## src/rtl/mem_responder.sv

```systemverilog
// ---------------------------------------------------------------------------
// mem_responder
//   Small AXI-lite-style memory target. A read FSM and a write FSM run side by
//   side over a MEM_DEPTH x DATA_WDTH word array. A bench backdoor port gives
//   direct combinational read access and clocked write access to the array.
//   Out-of-range accesses return ERR. Read data is zero and writes are
//   discarded.
//
// Configuration macro:
//   MEM_RESPONDER_STALL_EN : when defined, each response is delayed by
//                            STALL_CYCLES wait states (R_STALL / W_STALL).
//                            When undefined, the stall logic is not built.
//
// Ports:
//   clk          in   1          rising-edge clock
//   rst_n        in   1          synchronous active-low reset
//   ar_valid     in   1          read address valid
//   ar_address   in   ADDR_WDTH  read word address
//   ar_ready     out  1          read address ready (R_IDLE only)
//   r_valid      out  1          read data valid
//   r_data       out  DATA_WDTH  read data
//   r_resp       out  RESP_WDTH  read response (0 OKAY, 1 ERR)
//   r_ready      in   1          read data ready
//   aw_valid     in   1          write address valid
//   aw_address   in   ADDR_WDTH  write word address
//   aw_ready     out  1          write address ready
//   w_valid      in   1          write data valid
//   w_data       in   DATA_WDTH  write data
//   w_ready      out  1          write data ready
//   b_valid      out  1          write response valid
//   b_resp       out  RESP_WDTH  write response (0 OKAY, 1 ERR)
//   b_ready      in   1          write response ready
//   bd_we        in   1          backdoor write enable
//   bd_addr      in   ADDR_WDTH  backdoor address
//   bd_wdata     in   DATA_WDTH  backdoor write data
//   bd_rdata     out  DATA_WDTH  backdoor read data (0 when out of range)
// ---------------------------------------------------------------------------
module mem_responder #(
    parameter int ADDR_WDTH    = 4,
    parameter int DATA_WDTH    = 32,
    parameter int RESP_WDTH    = 1,
    parameter int MEM_DEPTH    = 16,
    parameter int STALL_CYCLES = 2
) (
    input  logic                 clk,
    input  logic                 rst_n,
    // read address channel
    input  logic                 ar_valid,
    input  logic [ADDR_WDTH-1:0] ar_address,
    output logic                 ar_ready,
    // read data channel
    output logic                 r_valid,
    output logic [DATA_WDTH-1:0] r_data,
    output logic [RESP_WDTH-1:0] r_resp,
    input  logic                 r_ready,
    // write address channel
    input  logic                 aw_valid,
    input  logic [ADDR_WDTH-1:0] aw_address,
    output logic                 aw_ready,
    // write data channel
    input  logic                 w_valid,
    input  logic [DATA_WDTH-1:0] w_data,
    output logic                 w_ready,
    // write response channel
    output logic                 b_valid,
    output logic [RESP_WDTH-1:0] b_resp,
    input  logic                 b_ready,
    // backdoor
    input  logic                 bd_we,
    input  logic [ADDR_WDTH-1:0] bd_addr,
    input  logic [DATA_WDTH-1:0] bd_wdata,
    output logic [DATA_WDTH-1:0] bd_rdata
);

    localparam logic [RESP_WDTH-1:0] RESP_OKAY = '0;
    localparam logic [RESP_WDTH-1:0] RESP_ERR  = RESP_WDTH'(1);
    // One extra bit so MEM_DEPTH == 2**ADDR_WDTH is representable.
    localparam logic [ADDR_WDTH:0]   DEPTH_LIM = (ADDR_WDTH+1)'(MEM_DEPTH);

    typedef enum logic [1:0] {R_IDLE, R_STALL, R_RESP} r_state_t;
    typedef enum logic [1:0] {W_IDLE, W_STALL, W_RESP} w_state_t;

    function automatic logic in_range(input logic [ADDR_WDTH-1:0] a);
        return ({1'b0, a} < DEPTH_LIM);
    endfunction

    // -----------------------------------------------------------------------
    // Storage
    // -----------------------------------------------------------------------
    logic [DATA_WDTH-1:0] mem [MEM_DEPTH];

    // Write-side commit strobe and its address/data, from the write FSM below.
    logic                 commit;
    logic [ADDR_WDTH-1:0] commit_addr;
    logic [DATA_WDTH-1:0] commit_data;

    // NOTE: the array has no reset branch; its contents must survive rst_n,
    // and a reset would also stop it mapping onto RAM.
    always_ff @(posedge clk) begin
        if (commit && in_range(commit_addr)) begin
            mem[commit_addr] <= commit_data;
        end
        // Issued after the AXI write so the backdoor wins a same-address edge.
        if (bd_we && in_range(bd_addr)) begin
            mem[bd_addr] <= bd_wdata;
        end
    end

    assign bd_rdata = in_range(bd_addr) ? mem[bd_addr] : '0;

    // -----------------------------------------------------------------------
    // Read FSM
    // -----------------------------------------------------------------------
    r_state_t             r_state;
    r_state_t             r_next;
    logic                 ar_fire;
    logic                 r_fire;
    logic [DATA_WDTH-1:0] r_data_q;
    logic [RESP_WDTH-1:0] r_resp_q;

    assign ar_fire = ar_valid && ar_ready;
    assign r_fire  = r_valid && r_ready;

`ifdef MEM_RESPONDER_STALL_EN
    localparam int              CNT_W    = (STALL_CYCLES > 1) ? $clog2(STALL_CYCLES) : 1;
    localparam logic [CNT_W-1:0] CNT_LAST = CNT_W'(STALL_CYCLES - 1);
    localparam logic            STALL_ON = (STALL_CYCLES > 0);

    logic [CNT_W-1:0] r_cnt;
    logic [CNT_W-1:0] w_cnt;

    // Counts completed stall cycles. It is zero on entry to the stall state.
    always_ff @(posedge clk) begin
        if (!rst_n || r_state != R_STALL) begin
            r_cnt <= '0;
        end else begin
            r_cnt <= r_cnt + CNT_W'(1);
        end
    end
`endif

    // NOTE: sequential state uses non-blocking '<=' so every flop samples
    // pre-edge values regardless of process ordering.
    always_ff @(posedge clk) begin
        if (!rst_n) begin
            r_state <= R_IDLE;
        end else begin
            r_state <= r_next;
        end
    end

    // NOTE: combinational blocks assign a default first, so no path leaves a
    // signal unassigned and no latch is inferred.
    always_comb begin
        r_next = r_state;
        unique case (r_state)
            R_IDLE: begin
                if (ar_fire) begin
`ifdef MEM_RESPONDER_STALL_EN
                    r_next = STALL_ON ? R_STALL : R_RESP;
`else
                    r_next = R_RESP;
`endif
                end
            end
            R_STALL: begin
`ifdef MEM_RESPONDER_STALL_EN
                if (r_cnt == CNT_LAST) begin
                    r_next = R_RESP;
                end
`else
                r_next = R_RESP;
`endif
            end
            R_RESP: begin
                if (r_fire) begin
                    r_next = R_IDLE;
                end
            end
            default: r_next = R_IDLE;
        endcase
    end

    always_comb begin
        ar_ready = 1'b0;
        r_valid  = 1'b0;
        if (rst_n) begin
            ar_ready = (r_state == R_IDLE);
            r_valid  = (r_state == R_RESP);
        end
    end

    // Read data is captured at acceptance, so a same-edge write commit to the
    // same word is not visible to this read.
    always_ff @(posedge clk) begin
        if (!rst_n) begin
            r_data_q <= '0;
            r_resp_q <= RESP_OKAY;
        end else if (ar_fire) begin
            if (in_range(ar_address)) begin
                r_data_q <= mem[ar_address];
                r_resp_q <= RESP_OKAY;
            end else begin
                r_data_q <= '0;
                r_resp_q <= RESP_ERR;
            end
        end
    end

    assign r_data = rst_n ? r_data_q : '0;
    assign r_resp = rst_n ? r_resp_q : '0;

    // -----------------------------------------------------------------------
    // Write FSM
    // -----------------------------------------------------------------------
    w_state_t             w_state;
    w_state_t             w_next;
    logic                 aw_fire;
    logic                 w_fire;
    logic                 b_fire;
    logic                 aw_got;
    logic                 w_got;
    logic [ADDR_WDTH-1:0] aw_addr_q;
    logic [DATA_WDTH-1:0] w_data_q;
    logic [RESP_WDTH-1:0] b_resp_q;

    assign aw_fire = aw_valid && aw_ready;
    assign w_fire  = w_valid && w_ready;
    assign b_fire  = b_valid && b_ready;

    // Commit on the edge that supplies the second half (or both halves).
    assign commit      = (w_state == W_IDLE) && (aw_got || aw_fire) && (w_got || w_fire);
    assign commit_addr = aw_fire ? aw_address : aw_addr_q;
    assign commit_data = w_fire ? w_data : w_data_q;

`ifdef MEM_RESPONDER_STALL_EN
    always_ff @(posedge clk) begin
        if (!rst_n || w_state != W_STALL) begin
            w_cnt <= '0;
        end else begin
            w_cnt <= w_cnt + CNT_W'(1);
        end
    end
`endif

    always_ff @(posedge clk) begin
        if (!rst_n) begin
            w_state <= W_IDLE;
        end else begin
            w_state <= w_next;
        end
    end

    always_comb begin
        w_next = w_state;
        unique case (w_state)
            W_IDLE: begin
                if (commit) begin
`ifdef MEM_RESPONDER_STALL_EN
                    w_next = STALL_ON ? W_STALL : W_RESP;
`else
                    w_next = W_RESP;
`endif
                end
            end
            W_STALL: begin
`ifdef MEM_RESPONDER_STALL_EN
                if (w_cnt == CNT_LAST) begin
                    w_next = W_RESP;
                end
`else
                w_next = W_RESP;
`endif
            end
            W_RESP: begin
                if (b_fire) begin
                    w_next = W_IDLE;
                end
            end
            default: w_next = W_IDLE;
        endcase
    end

    always_comb begin
        aw_ready = 1'b0;
        w_ready  = 1'b0;
        b_valid  = 1'b0;
        if (rst_n) begin
            aw_ready = (w_state == W_IDLE) && !aw_got;
            w_ready  = (w_state == W_IDLE) && !w_got;
            b_valid  = (w_state == W_RESP);
        end
    end

    // Half-accepted flags. Reset drops a write whose other half never came.
    always_ff @(posedge clk) begin
        if (!rst_n) begin
            aw_got <= 1'b0;
            w_got  <= 1'b0;
        end else if (commit) begin
            aw_got <= 1'b0;
            w_got  <= 1'b0;
        end else begin
            if (aw_fire) begin
                aw_got <= 1'b1;
            end
            if (w_fire) begin
                w_got <= 1'b1;
            end
        end
    end

    // Payload holding registers are only read while their flag is set.
    always_ff @(posedge clk) begin
        if (aw_fire) begin
            aw_addr_q <= aw_address;
        end
        if (w_fire) begin
            w_data_q <= w_data;
        end
    end

    always_ff @(posedge clk) begin
        if (!rst_n) begin
            b_resp_q <= RESP_OKAY;
        end else if (commit) begin
            b_resp_q <= in_range(commit_addr) ? RESP_OKAY : RESP_ERR;
        end
    end

    assign b_resp = rst_n ? b_resp_q : '0;

endmodule

```

## config.mk

```make
export PLATFORM = sky130hd
export DESIGN_NAME = mem_responder
export DESIGN_NICKNAME = d
export VERILOG_FILES = /design/src/rtl/mem_responder.sv
export SDC_FILE = /design/constraint.sdc
export NUM_CORES = 1
export LEC_CHECK = 0
export CAP_MARGIN = 20
export CORE_MARGIN = 4
export CORE_UTILIZATION = 50
export CTS_CLUSTER_DIAMETER = 80
export DETAILED_ROUTE_END_ITERATION = 10
export PLACE_DENSITY_LB_ADDON = 0.25
export RECOVER_POWER = 50
export SYNTH_ARGS = -nofsm -noshare
export SYNTH_HDL_FRONTEND = slang
export SYNTH_SLANG_ARGS = --single-unit
export TNS_END_PERCENT = 5
```

## constraint.sdc

```tcl
create_clock -name clk -period 7.3 [get_ports clk]
set_clock_uncertainty 0.05 [all_clocks]
set_input_delay 2.19 -clock clk [delete_from_list [all_inputs] [get_ports clk]]
set_output_delay 2.19 -clock clk [all_outputs]
set_load 0.01 [all_outputs]
```

==> summary.md <==
| Metric | Value |
|---|---|
| Drt drc | `0` |
| CP Depth | `4` |
| Die Wd | `259 um` |
| Hold Crit Class | `flop to flop` |
| Worst-path clk slew | `roughly 0.06 ns` |
| DR vias/cell | `6.52` |
| FMAX | `146 MHz` |
| Failing checks | `capacitance limit, slew limit` |
| Drt total wl | `~97000 um` |
| Postcts setup bufs | `0` |
| Iter 0 DRT Violations | `approximately 3200` |
| Max Slew Vio Count | `151` |
| CP required | `about 5.1 ns` |
| PortBufs | `152` |
| FF+latch count, synth | `roughly 580` |
| Overflow after GRT | `0` |
| Avg Inst Size Synth | `12.4 um2` |
| Yosys top cell area share | `0.488` |
| CTS Buf Count | `67` |
| Skew-Pair Late Insertion Delay | `0.61 ns` |
| Die height | `about 260 um` |
| Initial core utilization | `0.508` |
| 1st-pass router iterations | `6` |
| Mapped Cells | `2553` |
| Leak pwr | `12.3 nW` |
| Hold Startpoint | `w_data_q[13]` |
| Worst-margin pin slew | `slightly below 3 ns` |
| Worst-path maximum fanout | `27` |
| CTS sink count | `584` |
| Initial antenna violation count | `6` |
| Worst r2r src | `w_state[1]` |
| Outcome | `finished, violations left` |
| WHS | `0.469 ns` |
| CP Class | `input pin to output port` |
| Finish-stage setup viols | `0` |
| First-pass GRT wire length | `141000 um` |
| Vias in the first global route | `21832` |
| CTS tree | `yes` |
| Peak supply drop | `0.000141 V` |
| CTS Hold Buffers Added | `0` |
| Longest Clk Path Bufs | `3` |
| Area Overhead vs Synth | `14.3%` |
| GRT Util Overall | `0.284` |
| Post-synthesis sequential area ratio | `0.533` |
| Die area | `67100 um2` |
| Gpl congestion | `0.868` |
| Tcrit/Tclk final | `0.939` |
| Slowest-stage cell, CP | `clkbuf_1` |
| DRT antenna net count | `0` |
| Distinct cells, synth | `34` |
| I/O pin count | `155` |
| Area of the core | `62100 um2` |
| Synth warn | `0` |
| CTS resizes | `0` |
| Slew HR | `-0.974` |
| Setup TNS | `0 ns` |
| Slowest stage delay, CP | `between 1 and 1.5 ns` |
| CTS Root Cell | `clkbuf_16` |
| Final hold violation count | `0` |
| Critical path arrival | `4.61 ns` |
| Syn Std Cell Area | `31500 um2` |
| CP delay by family, top | `buffers and inverters` |
| Via count | `around 23000` |
| Largest area contributor in the netlist | `edfxtp_1` |
| Worst path bufs/invs | `3` |
| Largest net degree at the start of global routing | `73` |
| PwrDens | `between 200 and 250 nW/um2` |
| Critical Path Start | `rst_n` |
| FF-to-FF path depth | `4` |
| WL/cell | `about 28 um` |
| Worst Setup End Kind | `output port` |
| Row cnt | `91` |
| Max Cap Violations | `6` |
| Min cycle time layout | `slightly below 7 ns` |
| Worst Hold Path Cells | `2` |
| Top cells by area, synth | `edfxtp_1, mux4_2, a21oi_1` |
| Setup crit start kind | `input pin` |
| Share of layout cells above drive strength 1 | `0.209` |
| Critical-path cell list | `clkbuf_1, buf_12, and2_1, clkdlybuf4s50_1` |
| Htree depth | `3` |
| Final HPWL DP | `56200 um` |
| Final #Nets | `2646` |
| RSZ-0062 raised after global routing | `no` |
==> state kept, by name (all words and copies together), names as in the netlist <==
register   flops
w_got          1
w_data_q      32
w_state        1
aw_addr_q      4
r_data_q      32
aw_got         1
r_state        1
mem          512
==> final cells by class <==
type,instances,area [um2]
clock buffers,100,1970
fillers,4803,26000
diodes,3,7.51
inverters,36,136
multi-input cells,1628,13500
well taps,837,1050
flip-flops and latches,584,16800
repair buffers,245,2360
clock inverters,21,238
==> path summary, 6_finish.rpt <==
kind / to / slack (ns)
setup / recovery: r_data[22] / 0.45
hold / removal: w_data_q[13] / 0.47
hold reg to reg: w_data_q[13] / 0.47
setup reg to reg: mem[15][4] / 3.17
==> power by group <==
part | switching (mW) | internal [mW] | leakage, nW
combinational | 0.824 | 0.628 | 5.95
sequential | 0.0608 | 3.95 | 5.23
clock | 1.37 | 2.04 | 1.07
==> worst min-delay path, stage by stage (launching register included) <==
cell	delay, ns
dfxtp_1	0.31
mux2i_1	0.10
inv_1	0.08
==> cells in the mapped netlist <==
cell type,instances
nor3b_1,8
a21oi_1,514
mux2i_2,10
o21ai_0,21
o21a_1,1
mux2_2,36
buf_2,65
o211ai_1,1
nand2_1,80
nand3_1,6
and3b_1,4
conb_1,1
inv_1,36
mux2i_1,54
buf_6,9
nor3_4,1
and2_1,33
nand2b_1,1
edfxtp_1,512
buf_1,102
o311ai_1,31
a31oi_1,4
nor2b_1,4
and3_1,2
or4_1,1
buf_4,12
dfxtp_1,72
nor2_1,521
nor4bb_1,1
nor3_1,3
and4b_1,1
o31a_1,1
clkbuf_1,118
mux4_2,287
==> cells in the final DEF, fill, tap and decap left out, types with 5 or more instances in the layout <==
| cell | count |
|---|---|
| nor3b_1 | 8 |
| clkbuf_1 | 34 |
| clkbuf_16 | 71 |
| o311ai_0 | 31 |
| inv_1 | 35 |
| bufinv_16 | 5 |
| mux4_2 | 287 |
| mux2i_2 | 6 |
| clkinv_2 | 9 |
| nor2_1 | 521 |
| o21ai_4 | 14 |
| nand2_1 | 68 |
| buf_12 | 16 |
| dfxtp_1 | 72 |
| edfxtp_1 | 512 |
| mux2i_1 | 58 |
| nand2_2 | 12 |
| clkdlybuf4s50_1 | 144 |
| buf_4 | 66 |
| clkbuf_8 | 9 |
| a21oi_1 | 514 |
| mux2_2 | 36 |
| and2_1 | 33 |
| o21ai_0 | 5 |
==> through the flow <==
step / power [mW] / instances / util / area, um2 / setup WS (ns)
after detailed placement: 5.54 / 3330 / 0.547 / 33900 / 0.551
after global routing: 9.17 / 3454 / 0.581 / 36100 / 0.232
after floorplan: 5.05 / 2554 / - / 31500 / 1.35
final: 8.88 / 3454 / 0.581 / 36100 / 0.445
after global placement: 5.46 / 3325 / 0.546 / 33900 / 0.572
after CTS: 8.91 / 3451 / 0.582 / 36100 / 0.551
==> metal layers <==
| layer | share of wire | track usage | up-vias |
|---|---|---|---|
| li1 | - | - | 9607 |
| met1 | 0.36 | 0.378 | 11073 |
| met2 | 0.48 | 0.464 | 1597 |
| met3 | 0.12 | 0.0578 | 237 |
| met4 | 0.037 | 0.110 | 6 |
| met5 | 0.00035 | 0 | - |
==> logic make-up (layout without fill, tap and decap cells) <==
group                  Yosys count  count (layout)  synth area share
muxes                          387             387             0.239
AOI/OAI and AO/OA              573             573            0.0951
other                            1               5          0.000119
DFF                            584             584             0.533
buffers and inverters          342             402            0.0469
and+or+nand+nor                666             666            0.0853
No activity file was read; power rests on OpenSTA's default activity.
